`config.mk`:
```
export PLATFORM = sky130hd
export DESIGN_NAME = unidad_pc_flat
export DESIGN_NICKNAME = d
export VERILOG_FILES = /design/src/rtl/unidad_pc_if.sv /design/src/rtl/unidad_pc.sv /design/src/flat_wrapper.sv
export SDC_FILE = /design/constraint.sdc
export NUM_CORES = 1
export LEC_CHECK = 0
export CORE_ASPECT_RATIO = 0.7
export CORE_MARGIN = 4
export CORE_UTILIZATION = 40
export DETAILED_ROUTE_END_ITERATION = 12
export GPL_TIMING_DRIVEN = 0
export PLACE_DENSITY_LB_ADDON = 0.12
export SYNTH_ARGS = -nofsm -noshare
export SYNTH_HDL_FRONTEND = slang
export SYNTH_SLANG_ARGS = --single-unit
```
`constraint.sdc`:
```
create_clock -name clk -period 2.95 [get_ports clk]
set_input_delay 0.59 -clock clk [delete_from_list [all_inputs] [get_ports clk]]
set_output_delay 0.59 -clock clk [all_outputs]
set_load 0.01 [all_outputs]
```
`src/rtl/unidad_pc_if.sv`:
```
//------------------------------------------------------------------------------
// Module : unidad_pc_if
// Desc   : Branch-redirect inputs and fetch/link outputs of the PC unit.
// Rev    : 1.0
//------------------------------------------------------------------------------
`default_nettype none

interface unidad_pc_if;
  logic        stall;
  logic        branch_take;
  logic        branch_link;
  logic [31:0] branch_pc;
  logic [31:0] offset;
  logic [31:0] pc;
  logic        pc_valid;
  logic        flush;
  logic        lr_we;
  logic [31:0] lr_data;

  modport master (
    output stall, branch_take, branch_link, branch_pc, offset,
    input  pc, pc_valid, flush, lr_we, lr_data
  );

  modport slave (
    input  stall, branch_take, branch_link, branch_pc, offset,
    output pc, pc_valid, flush, lr_we, lr_data
  );
endinterface

`default_nettype wire

```
`src/rtl/unidad_pc.sv`:
```
//------------------------------------------------------------------------------
// Module : unidad_pc
// Desc   : PC sequencer with branch redirect, squash window and BL link write.
// Rev    : 1.0
//------------------------------------------------------------------------------
`default_nettype none

module unidad_pc #(
  parameter logic [31:0] RESET_ADDR   = 32'h0000_0000,
  parameter int          FLUSH_CYCLES = 2
) (
  input  wire          clk,
  input  wire          reset,
  unidad_pc_if.slave   bus
);

  typedef enum logic [1:0] {
    S_BOOT  = 2'd0,
    S_RUN   = 2'd1,
    S_FLUSH = 2'd2
  } state_t;

  localparam logic [2:0] c_flush_init = 3'(FLUSH_CYCLES);

  state_t      r_state, w_state_nxt;
  logic [2:0]  r_cnt, w_cnt_nxt;
  logic [31:0] r_pc, w_pc_nxt;
  logic        r_pc_valid;
  logic        r_flush;
  logic        r_lr_we, w_lr_we_nxt;
  logic [31:0] r_lr_data, w_lr_data_nxt;
  logic [31:0] w_off_al;
  logic [31:0] w_sum;
  logic [31:0] w_target;

  // Branch target is relative to the branch address plus 8 (ARM pipeline view).
  assign w_off_al = bus.offset & 32'hFFFF_FFFC;
  assign w_sum    = bus.branch_pc + 32'd8 + w_off_al;
  assign w_target = w_sum & 32'hFFFF_FFFC;

  always_comb begin
    w_state_nxt   = r_state;
    w_cnt_nxt     = r_cnt;
    w_pc_nxt      = r_pc;
    w_lr_we_nxt   = 1'b0;
    w_lr_data_nxt = r_lr_data;
    case (r_state)
      S_BOOT: begin
        w_state_nxt = S_RUN;
      end
      S_RUN: begin
        if (bus.branch_take) begin
          w_pc_nxt    = w_target;
          w_cnt_nxt   = c_flush_init;
          w_state_nxt = S_FLUSH;
          if (bus.branch_link) begin
            w_lr_we_nxt   = 1'b1;
            w_lr_data_nxt = bus.branch_pc + 32'd4;
          end
        end else if (!bus.stall) begin
          w_pc_nxt = r_pc + 32'd4;
        end
      end
      S_FLUSH: begin
        // Branches seen here come from squashed instructions and are dropped.
        if (!bus.stall) begin
          w_pc_nxt  = r_pc + 32'd4;
          w_cnt_nxt = r_cnt - 3'd1;
          if (r_cnt == 3'd1) begin
            w_state_nxt = S_RUN;
          end
        end
      end
      default: begin
        w_state_nxt = S_BOOT;
      end
    endcase
  end

  always_ff @(posedge clk) begin
    if (reset) begin
      r_state    <= S_BOOT;
      r_cnt      <= 3'd0;
      r_pc       <= RESET_ADDR;
      r_pc_valid <= 1'b0;
      r_flush    <= 1'b0;
      r_lr_we    <= 1'b0;
      r_lr_data  <= 32'd0;
    end else begin
      r_state    <= w_state_nxt;
      r_cnt      <= w_cnt_nxt;
      r_pc       <= w_pc_nxt;
      r_pc_valid <= 1'b1;
      r_flush    <= (w_state_nxt == S_FLUSH);
      r_lr_we    <= w_lr_we_nxt;
      r_lr_data  <= w_lr_data_nxt;
    end
  end

  assign bus.pc       = r_pc;
  assign bus.pc_valid = r_pc_valid;
  assign bus.flush    = r_flush;
  assign bus.lr_we    = r_lr_we;
  assign bus.lr_data  = r_lr_data;

endmodule

`default_nettype wire

```
`src/flat_wrapper.sv`:
```
// flat-port wrapper written by rule: the top's interface ports become plain ports
module unidad_pc_flat 
#(
  parameter logic [31:0] RESET_ADDR   = 32'h0000_0000,
  parameter int          FLUSH_CYCLES = 2
)
  (clk, reset, bus_stall, bus_branch_take, bus_branch_link, bus_branch_pc, bus_offset, bus_pc, bus_pc_valid, bus_flush, bus_lr_we, bus_lr_data);
  unidad_pc_if bus_i ();
  input  wire clk;
  input  wire reset;
  input wire logic [$bits(bus_i.stall)-1:0] bus_stall;
  input wire logic [$bits(bus_i.branch_take)-1:0] bus_branch_take;
  input wire logic [$bits(bus_i.branch_link)-1:0] bus_branch_link;
  input wire logic [$bits(bus_i.branch_pc)-1:0] bus_branch_pc;
  input wire logic [$bits(bus_i.offset)-1:0] bus_offset;
  output wire logic [$bits(bus_i.pc)-1:0] bus_pc;
  output wire logic [$bits(bus_i.pc_valid)-1:0] bus_pc_valid;
  output wire logic [$bits(bus_i.flush)-1:0] bus_flush;
  output wire logic [$bits(bus_i.lr_we)-1:0] bus_lr_we;
  output wire logic [$bits(bus_i.lr_data)-1:0] bus_lr_data;
  assign bus_i.stall = bus_stall;
  assign bus_i.branch_take = bus_branch_take;
  assign bus_i.branch_link = bus_branch_link;
  assign bus_i.branch_pc = bus_branch_pc;
  assign bus_i.offset = bus_offset;
  assign bus_pc = bus_i.pc;
  assign bus_pc_valid = bus_i.pc_valid;
  assign bus_flush = bus_i.flush;
  assign bus_lr_we = bus_i.lr_we;
  assign bus_lr_data = bus_i.lr_data;
  unidad_pc #(.RESET_ADDR(RESET_ADDR), .FLUSH_CYCLES(FLUSH_CYCLES)) u_core (.clk(clk), .reset(reset), .bus(bus_i));
endmodule
```
==> results of run 1 <==
-- critical path, stage by stage --
cell and delay [ns]:
buf_8 0.08, inv_4 0.03, ha_4 0.26, inv_4 0.03, ha_4 0.15, fa_2 0.37, a21oi_2 0.18, o211ai_1 0.14
nand4_1 0.16, a31oi_4 0.14, a221o_2 0.46, a2111oi_4 0.36, a41o_1 0.15, nor3_2 0.05
-- flip-flops by register name, summed over array words and instances, names as in the netlist --
name / cells
u_core.bus.lr_data: 32
u_core.bus.pc: 30
u_core.bus.pc_valid: 1
u_core.bus.flush: 1
u_core.r_state: 2
u_core.bus.lr_we: 1
u_core.r_cnt: 3
-- final cells by class --
class                           instances  area share
Sequential cell                        70       0.169
Inverter                               19     0.00921
Tap cell                              190      0.0287
Clock buffer                            9      0.0272
Timing Repair Buffer                  146       0.174
Buffer                                 32      0.0155
Clock inverter                          7      0.0124
Multi-Input combinational cell        610       0.564
-- cells by family after synthesis --
group                      synth area share
xor gates and xnor gates             0.0743
muxes                                0.0106
AOI/OAI and AO/OA                     0.249
DFF                                   0.248
and+or+nand+nor                       0.232
adders and majority gates             0.147
other                              0.000663
buffers and inverters                0.0380
-- worst paths after layout --
kind | end | slack (ns) | cells past startpoint
max reg2reg | u_core.bus.pc[28] | 0.33 | 8
min | u_core.bus.lr_data[3] | 0.47 | 2
max | u_core.bus.pc[25] | 0.02 | 14
min reg2reg | u_core.bus.lr_data[3] | 0.47 | 2
-- metal layers --
| metal | part of all wire | up-vias | track usage |
|---|---|---|---|
| li1 | - | 3015 | - |
| met1 | 0.44 | 3083 | 0.359 |
| met2 | 0.45 | 276 | 0.393 |
| met3 | 0.088 | 31 | 0.0631 |
| met4 | 0.022 | 0 | 0.0718 |
| met5 | 0 | - | 0 |
-- through the flow --
step / power [uW] / utilization
5_1_grt: 3960 / 0.597
3_3_place_gp: 2310 / 0.521
4_1_cts: 3680 / 0.569
6_report: 3800 / 0.597
2_1_floorplan: 1820 / -
3_5_place_dp: 2330 / 0.521
-- report_power, final --
group	leakage, uW	switching (uW)	total, uW	internal (uW)
Clock	0.000157	492	1250	753
Combinational	0.00236	774	1440	667
Sequential	0.000572	86.1	1110	1030
-- placed cells by master (no fill, tap or decap), types with 12 or more instances in the layout --
cell	synthesis	layout
clkdlybuf4s50_1	0	93
xor2_1	27	27
a211oi_1	34	33
ha_1	65	28
nor2_1	73	72
o21ai_0	50	43
dlygate4sd2_1	0	12
nor3_1	18	16
clkbuf_1	31	27
nand3_1	37	36
dlymetal6s2s_1	0	18
and3_1	16	14
inv_1	19	16
dfxtp_1	70	70
nand2_1	65	65
buf_4	2	17
ha_4	0	32
a21oi_1	64	53
nand4_1	17	17
xnor2_1	21	20
-- timing repair --
action                     in CTS  in global routing
pin swaps                      23                 27
setup buffers                  10                  6
gates resized for setup        74                 77
gates cloned                    0                  0
setup endpoints to repair      18                 17
==> impl_metrics.env, run 1 <==
export IMPL_grt_max_degree=15
export IMPL_regArea_mm2=0.00140
export IMPL_clkSinkCount=70
export IMPL_synth_area_mm2=0.00566
export IMPL_worstPathRequired_ns=3.19
export IMPL_die_h_um=108
export IMPL_finish_net_count=1023
export IMPL_seq_area_frac_synth=0.248
export IMPL_rsz0062_at_grt="true"
export IMPL_yosysWarningCount=0
export IMPL_drt_iter0_drc=442
export IMPL_power_leakage_uw=0.00309
export IMPL_grt_antenna_before_repair=0
export IMPL_fp_row_count=36
export IMPL_netlist_area_leader_share=0.248
export IMPL_status="finished clean"
export IMPL_syn_inst=734
export IMPL_r2r_start="u_core.r_state[0]"
export IMPL_cts_buffers=9
export IMPL_path_clk_slew_ns=0.07
export IMPL_yosysMostFrequentCell="nor2_1"
export IMPL_route_detailed_drc=0
export IMPL_worstSetupEndpointType="flip-flop"
export IMPL_routed_via_density=5.91
export IMPL_via_count=6405
export IMPL_ios=136
export IMPL_fillCellCount=1284
export IMPL_synth_area_leaders="dfxtp_1 25%, ha_1 14%, a21oi_1 5.7%"
export IMPL_clock_skew_ns=0.00924
export IMPL_p_per_area_mw_per_mm2=458
export IMPL_clk_latency_ns=0.35
export IMPL_synth_edf_count=0
export IMPL_crit_arrival_ns=3.17
export IMPL_cp_max_fo=4
export IMPL_post_route_worst_setup_slack_ns=0.0192
export IMPL_period_needed_ns=2.93
export IMPL_yosys_area_top_type="dfxtp_1"
export IMPL_finalHoldViolations=0
export IMPL_finalMaxSlewViolations=0
export IMPL_grt_total_usage=0.257
export IMPL_hp_start="u_core.bus.lr_data[3]"
export IMPL_overflow=0
export IMPL_multi_input_area_mm2=0.00468
export IMPL_die_w_um=150
export IMPL_die_area_mm2=0.0161
export IMPL_wl_per_cell_um=19.9
export IMPL_ys_flop_type="dfxtp_1"
export IMPL_drv_cap=0
export IMPL_worst_setup_path_type="primary input to flip-flop"
export IMPL_antenna_left=0
export IMPL_pre_cts_ws_ns=-0.937
export IMPL_gp_congestion=0.927
export IMPL_fin_hold_ws_ns=0.475
export IMPL_synth_top_cells_by_count="73 x nor2_1, 70 x dfxtp_1, 65 x ha_1, 65 x nand2_1, 64 x a21oi_1"
export IMPL_fin_cells=1083
export IMPL_grt_pass1_vias=6179
export IMPL_design_area_mm2=0.00829
export IMPL_postSynth_asyncResetShare=0
export IMPL_drive_above_1_share=0.146
export IMPL_grt_pass1_wl_um=32900
export IMPL_core_area_mm2=0.0139
export IMPL_dpl_instance_area_mm2=0.00722
export IMPL_ctsHtreeMaxLevel=3
export IMPL_area_delta_synth_final_pct=46.5
export IMPL_initial_utilization=0.408
export IMPL_synth_cell_type_count=68
export IMPL_ys_seq_elements=70
export IMPL_ir_drop_mv=0.330
export IMPL_crit_start="bus_branch_pc[3]"
export IMPL_routed_wl_um=21500
export IMPL_postSynthAreaPerCell_um2=7.71
export IMPL_start_kind="primary input"
export IMPL_antenna_cells=0
export IMPL_tightest_slew_ns=0.837
export IMPL_dp_cells=1055
export IMPL_maxSlewHeadroom=0.442
export IMPL_io_buffer_count=130
export IMPL_setup_viol=0
export IMPL_hpwl_um=15900
export IMPL_ctsHoldBuffers=0
export IMPL_root_buffer="clkbuf_16"
export IMPL_setup_tns_ns=0
export IMPL_hold_class="flip-flop to flip-flop"
export IMPL_cts_tree="built"
export IMPL_cts_buffer_depth=2
export IMPL_fmax_mhz=341
export IMPL_drtPass1Iterations=5
export IMPL_fin_crit_sh=0.993
Power figures use the tool's default switching activity.
==> inputs of run 2 (changes only) <==
--- a/config.mk
+++ b/config.mk
@@ -7,7 +7,7 @@
 export LEC_CHECK = 0
 export CORE_ASPECT_RATIO = 0.7
 export CORE_MARGIN = 4
-export CORE_UTILIZATION = 40
+export CORE_UTILIZATION = 46
 export DETAILED_ROUTE_END_ITERATION = 12
 export GPL_TIMING_DRIVEN = 0
 export PLACE_DENSITY_LB_ADDON = 0.12
==> run 2 against run 1 <==
  * Global-route usage is 0.94 points higher
  * Sequential power hardly changed
  * Final area shrank 2.3%
  * Sequential share of layout area increased by 0.40 points
  * Setup slack improved by 0.057 ns
  * Register-to-register slack better by 0.07 ns
  * First-iteration DRC count grew 54%
  * Critical endpoint unchanged
==> impl_metrics.env, run 2 (synthesized netlist as in run 1, its figures left out) <==
export IMPL_status="finished clean"
export IMPL_gp_congestion=0.922
export IMPL_setup_viol=0
export IMPL_root_buffer="clkbuf_16"
export IMPL_ctsHoldBuffers=0
export IMPL_fin_crit_sh=0.974
export IMPL_ios=136
export IMPL_ir_drop_mv=0.352
export IMPL_die_h_um=101
export IMPL_via_count=6427
export IMPL_critPathMaxStageDelay_ns=0.46
export IMPL_clock_skew_ns=0.00701
export IMPL_overflow=0
export IMPL_initial_utilization=0.478
export IMPL_io_buffer_count=130
export IMPL_drtPass1Iterations=5
export IMPL_p_per_area_mw_per_mm2=439
export IMPL_worstPathRequired_ns=3.18
export IMPL_cts_buffer_depth=2
export IMPL_cp_cell_sequence="buf_4 > inv_2 > ha_4 > inv_4 > ha_4 > fa_2 > a21oi_2 > o211ai_1 > nand4_1 > a31oi_4 > a221o_2 > a2111oi_4 > a41o_1 > nor3_1"
export IMPL_cts_tree="built"
export IMPL_antenna_left=0
export IMPL_dp_cells=1022
export IMPL_tightest_slew_ns=0.800
export IMPL_grt_total_usage=0.266
export IMPL_fp_row_count=33
export IMPL_cp_max_fo=4
export IMPL_worst_setup_path_type="primary input to flip-flop"
export IMPL_fin_cells=1043
export IMPL_drt_iter0_drc=680
export IMPL_core_area_mm2=0.0119
export IMPL_area_delta_synth_final_pct=43.1
export IMPL_finalMaxSlewViolations=0
export IMPL_hold_class="flip-flop to flip-flop"
export IMPL_grt_max_degree=15
export IMPL_maxSlewHeadroom=0.467
export IMPL_clkSinkCount=70
export IMPL_mostFrequentLayoutCell="clkdlybuf4s50_1"
export IMPL_finalHoldViolations=0
export IMPL_die_area_mm2=0.0142
export IMPL_post_route_worst_setup_slack_ns=0.0766
export IMPL_die_w_um=141
export IMPL_fmax_mhz=348
export IMPL_path_clk_slew_ns=0.07
export IMPL_crit_slowest_cell="a221o_2"
export IMPL_drive_above_1_share=0.130
export IMPL_period_needed_ns=2.87
export IMPL_finish_net_count=1015
export IMPL_mostFrequentLayoutCells="94 x clkdlybuf4s50_1, 72 x nor2_1, 70 x dfxtp_1, 65 x nand2_1, 57 x a21oi_1"
export IMPL_routed_wl_um=20200
export IMPL_critPathBufInv=3
export IMPL_drv_cap=0
export IMPL_grt_antenna_before_repair=1
export IMPL_grt_pass1_vias=6052
export IMPL_routed_via_density=6.16
export IMPL_pre_cts_ws_ns=-0.833
export IMPL_wl_per_cell_um=19.4
export IMPL_power_leakage_uw=0.00302
export IMPL_grt_pass1_wl_um=30600
export IMPL_start_kind="primary input"
export IMPL_crit_arrival_ns=3.11
export IMPL_crit_family="compound AO/OA/AOI/OAI gates"
export IMPL_worstSetupEndpointType="flip-flop"
export IMPL_clk_latency_ns=0.35
export IMPL_hpwl_um=14500
export IMPL_rsz0062_at_grt="true"
export IMPL_largest_register_ffs=32
export IMPL_ctsHtreeMaxLevel=3
export IMPL_crit_top_cell="ha_4"
export IMPL_cts_buffers=9
export IMPL_route_detailed_drc=0
[run 2: stage by stage]
step	utilization	total power [uW]	setup TNS (ns)	hold WS, ns	cell area (um^2)
finish	0.683	3560	0	0.488	8100
floorplan	-	1820	0	0.464	5680
CTS	0.655	3450	0	0.474	7760
global route	0.683	3720	-0.0533	0.512	8100
detailed placement	0.606	2300	-11.47	0.460	7180
global placement	0.606	2270	-10.74	0.444	7180
[run 2: timing repair]
action	in CTS	in global routing
gates resized for setup	66	74
setup endpoints to repair	18	14
setup buffers	7	2
pin swaps	21	25
[run 2: layout make-up]
class                      instances  area [um^2]
antenna                            1         2.50
buffer                            31          125
clock buffer                       9          225
clock inverter                     7         57.6
fill                             918         3750
inverter                          19         73.8
multi-input combinational        610         4650
sequential                        70         1400
tap                              157          196
timing repair buffer             139         1370
[run 2: path summary, 6_finish.rpt]
kind / cells past startpoint / to / slack (ns) / startpoint
worst min-delay path: 2 / u_core.bus.lr_data[1] / 0.49 / u_core.bus.lr_data[1]
worst max register to register: 8 / u_core.bus.pc[28] / 0.40 / u_core.r_state[0]
worst min register to register: 2 / u_core.bus.lr_data[1] / 0.49 / u_core.bus.lr_data[1]
worst max-delay path: 14 / u_core.bus.pc[25] / 0.08 / bus_branch_pc[3]
[run 2: metal layers]
metal | track usage | vias to the layer above | routed length, um | share of wire
met1 | 0.358 | 3018 | 8370 | 0.41
met5 | 0 | - | 0 | 0
met2 | 0.437 | 361 | 9570 | 0.47
li1 | - | 3005 | - | -
met4 | 0.0678 | 0 | 414 | 0.020
met3 | 0.0574 | 43 | 1870 | 0.093
[run 2: tightest hold or removal path, delay by kind of cell, from the launching register on]
family,cells,cell delay [ns]
and+or+nand+nor,1,0.06
AOI/OAI and AO/OA,1,0.06
DFF,1,0.32
[run 2: power breakdown]
group	switching, uW	leakage, uW	total, uW	internal (uW)
combinational	749	0.00232	1400	647
sequential	86.6	0.000572	1110	1030
clock	472	0.000129	1050	578
total	1310	0.00302	3560	2250
==> inputs of run 3 (changes only) <==
--- a/config.mk
+++ b/config.mk
@@ -5,9 +5,11 @@
 export SDC_FILE = /design/constraint.sdc
 export NUM_CORES = 1
 export LEC_CHECK = 0
+export CAP_MARGIN = 20
 export CORE_ASPECT_RATIO = 0.7
 export CORE_MARGIN = 4
 export CORE_UTILIZATION = 46
+export CTS_CLUSTER_DIAMETER = 150
 export DETAILED_ROUTE_END_ITERATION = 12
 export GPL_TIMING_DRIVEN = 0
 export PLACE_DENSITY_LB_ADDON = 0.12
==> results of run 3 <==
The final DEF is identical to that of run 2; final timing and power are the same.
